[src/rtl/mb8_share_ctrl.sv]
// mb8_share_ctrl: round-robin issue front end for a shared
// pipelined radix-8 Booth multiplier with tagged returns.
module mb8_share_ctrl #(
  parameter int WIDTH = 8,
  parameter int NREQ  = 4,
  parameter int LAT   = 2
) (
  input  logic                  CLK,
  input  logic                  RST,
  input  logic                  hold,
  input  logic [NREQ-1:0]       req_valid,
  output logic [NREQ-1:0]       req_ready,
  input  logic [NREQ*WIDTH-1:0] req_x,
  input  logic [NREQ*WIDTH-1:0] req_y,
  output logic [(WIDTH>>2):0]   s,
  output logic [(WIDTH>>2):0]   d,
  output logic [(WIDTH>>2):0]   t,
  output logic [(WIDTH>>2):0]   q,
  output logic [(WIDTH>>2):0]   n,
  output logic [WIDTH-1:0]      my,
  output logic [WIDTH+1:0]      tmy,
  input  logic [2*WIDTH-1:0]    product,
  output logic [NREQ-1:0]       rsp_valid,
  output logic [2*WIDTH-1:0]    rsp_product,
  output logic [2:0]            inflight
);

  localparam int GC = (WIDTH >> 2) + 1;
  localparam int IW = $clog2(NREQ);
  localparam int XW = 3 * GC;

  logic [IW-1:0]    rr;
  logic [IW-1:0]    gid;
  logic             found;
  logic             hs;
  logic [WIDTH-1:0] gx;
  logic [WIDTH-1:0] gy;
  logic [XW:0]      xe;
  logic [GC-1:0]    s_n;
  logic [GC-1:0]    d_n;
  logic [GC-1:0]    t_n;
  logic [GC-1:0]    q_n;
  logic [GC-1:0]    n_n;
  logic [WIDTH+1:0] ye;
  logic [WIDTH+1:0] tmy_n;
  logic             iv;
  logic [IW-1:0]    iid;
  logic [LAT-1:0]   pv;
  logic [IW-1:0]    pid [LAT];
  logic [NREQ-1:0]  oh;

  always_comb begin
    found     = 1'b0;
    gid       = rr;
    req_ready = '0;
    for (int k = 0; k < NREQ; k++) begin
      if (!found &&
          req_valid[(int'(rr) + k) % NREQ]) begin
        found = 1'b1;
        gid   = IW'((int'(rr) + k) % NREQ);
      end
    end
    if (found && !hold && !RST)
      req_ready[gid] = 1'b1;
  end

  assign hs = |req_ready;
  assign gx = req_x[int'(gid)*WIDTH +: WIDTH];
  assign gy = req_y[int'(gid)*WIDTH +: WIDTH];

  // xe[0] is the implicit x[-1]; upper bits sign-extend x
  always_comb begin
    xe = '0;
    for (int b = 0; b < XW; b++)
      xe[b+1] = gx[(b < WIDTH) ? b : WIDTH-1];
  end

  always_comb begin
    s_n = '0;
    d_n = '0;
    t_n = '0;
    q_n = '0;
    n_n = '0;
    for (int k = 0; k < GC; k++) begin
      unique case (xe[3*k +: 4])
        4'b0001, 4'b0010: s_n[k] = 1'b1;
        4'b0011, 4'b0100: d_n[k] = 1'b1;
        4'b0101, 4'b0110: t_n[k] = 1'b1;
        4'b0111:          q_n[k] = 1'b1;
        4'b1000: begin
          q_n[k] = 1'b1;
          n_n[k] = 1'b1;
        end
        4'b1001, 4'b1010: begin
          t_n[k] = 1'b1;
          n_n[k] = 1'b1;
        end
        4'b1011, 4'b1100: begin
          d_n[k] = 1'b1;
          n_n[k] = 1'b1;
        end
        4'b1101, 4'b1110: begin
          s_n[k] = 1'b1;
          n_n[k] = 1'b1;
        end
        default: ;
      endcase
    end
  end

  assign ye    = {{2{gy[WIDTH-1]}}, gy};
  assign tmy_n = (ye << 1) + ye;

  always_ff @(posedge CLK) begin
    if (RST) begin
      s   <= '0;
      d   <= '0;
      t   <= '0;
      q   <= '0;
      n   <= '0;
      my  <= '0;
      tmy <= '0;
      iv  <= 1'b0;
      iid <= '0;
    end else begin
      iv <= hs;
      if (hs) begin
        s   <= s_n;
        d   <= d_n;
        t   <= t_n;
        q   <= q_n;
        n   <= n_n;
        my  <= gy;
        tmy <= tmy_n;
        iid <= gid;
      end
    end
  end

  // tag shift runs free so returns line up with the fixed-latency product
  always_ff @(posedge CLK) begin
    if (RST) begin
      pv <= '0;
      for (int i = 0; i < LAT; i++)
        pid[i] <= '0;
    end else begin
      pv[0]  <= iv;
      pid[0] <= iid;
      for (int i = 1; i < LAT; i++) begin
        pv[i]  <= pv[i-1];
        pid[i] <= pid[i-1];
      end
    end
  end

  always_comb begin
    oh             = '0;
    oh[pid[LAT-1]] = 1'b1;
  end

  always_ff @(posedge CLK) begin
    if (RST) begin
      rsp_valid   <= '0;
      rsp_product <= '0;
    end else begin
      rsp_valid <= pv[LAT-1] ? oh : '0;
      if (pv[LAT-1])
        rsp_product <= product;
    end
  end

  always_ff @(posedge CLK) begin
    if (RST) begin
      inflight <= '0;
    end else begin
      unique case ({hs, pv[LAT-1]})
        2'b10:   inflight <= inflight + 3'd1;
        2'b01:   inflight <= inflight - 3'd1;
        default: ;
      endcase
    end
  end

  always_ff @(posedge CLK) begin
    if (RST)
      rr <= '0;
    else if (hs)
      rr <= (int'(gid) == NREQ-1) ? '0 : gid + 1'b1;
  end

endmodule
[config.mk]
export PLATFORM = sky130hd
export DESIGN_NAME = mb8_share_ctrl
export DESIGN_NICKNAME = d
export VERILOG_FILES = /design/src/rtl/mb8_share_ctrl.sv
export SDC_FILE = /design/constraint.sdc
export NUM_CORES = 1
export LEC_CHECK = 0
export ABC_AREA = 1
export BUFFER_PORTS_ARGS = -buffer_cell sky130_fd_sc_hd__buf_2
export CAP_MARGIN = 20
export CORE_UTILIZATION = 43
export DETAILED_ROUTE_END_ITERATION = 10
export GPL_ROUTABILITY_DRIVEN = 0
export GPL_TIMING_DRIVEN = 0
export HOLD_SLACK_MARGIN = 0.03
export PLACE_DENSITY = 0.74
export SLEW_MARGIN = 0
export SYNTH_ARGS = -nofsm -noshare
export SYNTH_HDL_FRONTEND = slang
export SYNTH_SLANG_ARGS = --single-unit
[constraint.sdc]
create_clock -name CLK -period 3.7 [get_ports CLK]
set_input_delay 0.185 -clock CLK [delete_from_list [all_inputs] [get_ports CLK]]
set_output_delay 0.185 -clock CLK [all_outputs]
set_load 0.02 [all_outputs]
==> results.yml <==
worst_setup_path:
  r2r_slack_ns: 0.30
  crit_arrival_ns: 3.63
  path_max_fanout: 11
  cp-end-kind: "register"
  startpoint: "rr[1]$_SDFFE_PP0P_"
  rr_endpoint: "inflight[2]$_SDFFE_PP0P_"
  r2r_cells: 27
  crit_type: "reg2reg"
  rr_startpoint: "rr[1]$_SDFFE_PP0P_"
  cp.required_ns: 3.93
  cp-start-kind: "register"
sta:
  setup_viol: 0
  period_share_pct: 91.8
  slew_viol_final: 0
  setup_ws_ns: 0.304
  rsz0062_at_grt: "false"
  hold_viol: 0
  fin_crit_ns: 3.40
  skew_ns: 0.00324
  tightestPinTransition_ns: 0.662
  relSlewSlack_pct: 55.9
  finalHoldWorstSlack_ns: 0.0590
  max_freq_ghz: 0.294
clock_tree:
  cts_tree: "built"
  clk_pin_slew_ns: 0.07
  cts.path.max_buffers: 2
  numCtsBuffers: 9
  cts-root-buf: "clkbuf_8"
  postCtsHoldBufs: 0
  clock-sinks: 63
  clock_latency_ns: 0.34
  h-tree-depth: 3
synthesis:
  synth_top_family_by_area: "simple AND/OR/NAND/NOR gates"
  synthAdderAreaFrac_pct: 4.80
  muxShareOfSynthArea_pct: 0
  avgSynthCellArea_um2: 6.73
  synthXorXnorAreaFrac_pct: 0.230
  synth-main-ff-cell: "dfxtp_1"
  seq_area_frac_synth_pct: 33.2
  synth_async_sr_flop_share_pct: 0
  synth-compound-area-share_pct: 14.2
  synth_cells: 565
  synth_top_area_share_pct: 33.2
  mappedNetlistArea_um2: 3800
  ys_seq_elements: 63
  synth_edf_count: 0
  yosysTopAreaCell: "dfxtp_1"
  synth_area_leaders: "dfxtp_1 33%, nand2_1 16%, nor2_1 6.5%"
  synth_warnings: 0
  synth_cell_types: 43
  yosys.area_share.simple_pct: 35.6
place:
  dpl.hpwl_um: 8050
  dp_slack_ns: -0.398
  io_buffer_count: 143
  dpl_cell_area_um2: 4650
pwr:
  power.internal_mw: 2.56
  power.switching_mw: 2.80
  combinationalPowerShare_pct: 71.4
  power.share.clock_pct: 11.1
  p_leak_nw: 2.75
  p_per_area_nw_per_um2: 1080
  ir_drop_v: 0.000543
  sw_frac_of_total_pct: 52.2
  power_frac_seq_pct: 17.5
finish:
  regArea_um2: 1260
  drive_above_1_share_pct: 31.9
  fillers: 819
  diodes: 0
  syn2layout_area_growth_pct: 30.5
  multi_input_area_um2: 2100
  finalNetCount: 833
  stdcell_area_um2: 4960
grt:
  grt_max_degree: 13
  gr-total-overflow: 0
  grt_pass1_wl_um: 16200
  grt_usage_pct: 22.9
  antenna_found_initial: 0
  gr-usage-met1_pct: 27.9
  grt_util_met3_pct: 4.82
  grt_pass1_vias: 3707
  gr-max-usage-layer: "met2"
  met2_usage_pct: 39.6
hold_path:
  min_from: "product[0]"
  hold_path_end: "rsp_product[0]$_SDFFE_PP0P_"
  hp-class: "in2reg"
  hold_depth: 3
run:
  maxCapViolations: 0
detailed_routing:
  drt-vias-per-instance: 4.92
  vias: 4146
  drc: 0
  dr.pass1.iters: 4
  drt_iter0_drc: 189
  drt.antenna.violating_nets: 0
  drt-total-wl_um: 10300
  detail_route.wl_per_cell_um: 12.2
floorplanning:
  die_w_um: 96.1
  io_pins: 147
  design.core.area_um2: 8380
  die_h_um: 96.1
  rows: 33
  dieArea_um2: 9230
  start_util_pct: 45.4
outcome:
  status: "finished, final reports clean"
==> logic make-up (layout without fill, tap and decap cells) <==
group / Yosys count / in the layout
DFF: 63 / 63
AOI/OAI and AO/OA: 87 / 87
buffers and inverters: 93 / 264
xor gates and xnor gates: 1 / 1
adders and majority gates: 14 / 14
and+or+nand+nor: 306 / 306
other: 1 / 2
==> worst max-delay path by stage <==
stage                               end  slack [ns]  depth (start not counted)
2_1_floorplan  inflight[1]$_SDFFE_PP0P_        0.05                         25
5_1_grt        inflight[1]$_SDFFE_PP0P_        0.02                         26
3_5_place_dp   inflight[2]$_SDFFE_PP0P_       -0.40                         28
4_1_cts        inflight[2]$_SDFFE_PP0P_       0.007                         25
3_3_place_gp   inflight[2]$_SDFFE_PP0P_       -0.31                         28
6_report       inflight[2]$_SDFFE_PP0P_        0.30                         27
==> final cells by class <==
cell class              count  area share (%)
clock buffers               9            2.50
plain buffers              24            3.81
well taps                 105            2.65
inverters                  68            5.35
multi-input cells         410            42.4
flip-flops and latches     63            25.4
repair buffers            156            16.4
clock inverters             7            1.46
==> cells in the final DEF, fill, tap and decap left out, types with 3 or more instances in the layout <==
cell / count
o211ai_1: 6
inv_2: 5
inv_1: 61
nand3_1: 39
o31ai_1: 3
nand2_1: 157
ha_1: 13
clkbuf_1: 5
dfxtp_1: 62
buf_2: 147
o22ai_1: 3
o21ai_1: 12
a22o_1: 6
a21oi_1: 12
o21ai_0: 34
clkbuf_8: 9
nand3b_1: 4
nor2_2: 4
buf_6: 6
buf_4: 20
nor3_1: 6
nor2_1: 66
nand2_2: 19
==> power groups by stage <==
stage,Clock [mW],Sequential [mW],Combinational (mW)
floorplan,0,1.09,2.67
global placement,0,0.948,3.56
detailed placement,0,0.951,3.65
CTS,0.605,0.939,3.73
global route,0.645,0.958,4.32
finish,0.595,0.940,3.83
==> state kept, by name, indices dropped and copies added (netlist names) <==
signal       cells
rr               2
pv               2
s                3
rsp_product     16
rsp_valid        4
iv               1
tmy              8
d                3
t                2
my               8
q                2
inflight         3
iid              2
pid              4
n                3
==> critical path, stage by stage (launching register included) <==
cell      delay, ns
dfxtp_1        0.32
buf_6          0.14
inv_6          0.08
nand2_1        0.06
nand2_2        0.11
nand2_1        0.07
nand2_2        0.12
nand2_1        0.08
nand2_1        0.07
nand2_2        0.06
nand2_4        0.08
nand2_4        0.08
buf_8          0.15
buf_8          0.14
buf_6          0.14
ha_1           0.17
inv_1          0.05
nor2_1         0.04
nor2_1         0.15
nand2_2        0.10
clkinv_4       0.08
ha_1           0.13
inv_1          0.07
fa_2           0.35
a21oi_1        0.15
o21ai_1        0.10
o21ai_1        0.12
a21oi_1        0.05
==> layer usage <==
metal	routed length (um)	up-vias
li1	-	2142
met3	782	17
met5	0	-
met1	4510	1842
met4	161	0
met2	4830	145
==> timing repair <==
action / in CTS / in global routing
setup endpoints to repair: 3 / 2
buffers inserted: 2 / 11
pin swaps: 5 / 5
resized for setup: 7 / 6
==> synthesized netlist by cell type, types with 5 or more instances <==
master	number
o21ai_0	36
nand2_2	16
nand2_1	160
inv_2	5
o211ai_1	6
buf_4	7
a22o_1	6
nand3_1	39
a21oi_1	12
buf_2	5
nor2_1	66
dfxtp_1	63
inv_1	61
ha_1	13
o21ai_1	10
nor3_1	6
buf_6	6
clkbuf_1	5
==> metrics by stage <==
step / cells / util (%) / total power, mW / TNS (ns)
finish: 842 / 59.2 / 5.37 / 0
global route: 842 / 59.2 / 5.92 / 0
CTS: 832 / 58.3 / 5.27 / 0
detailed placement: 814 / 55.5 / 4.60 / -0.683
global placement: 814 / 55.5 / 4.51 / -0.488
floorplan: 566 / - / 3.75 / 0
(Power assumes the default switching activity.)
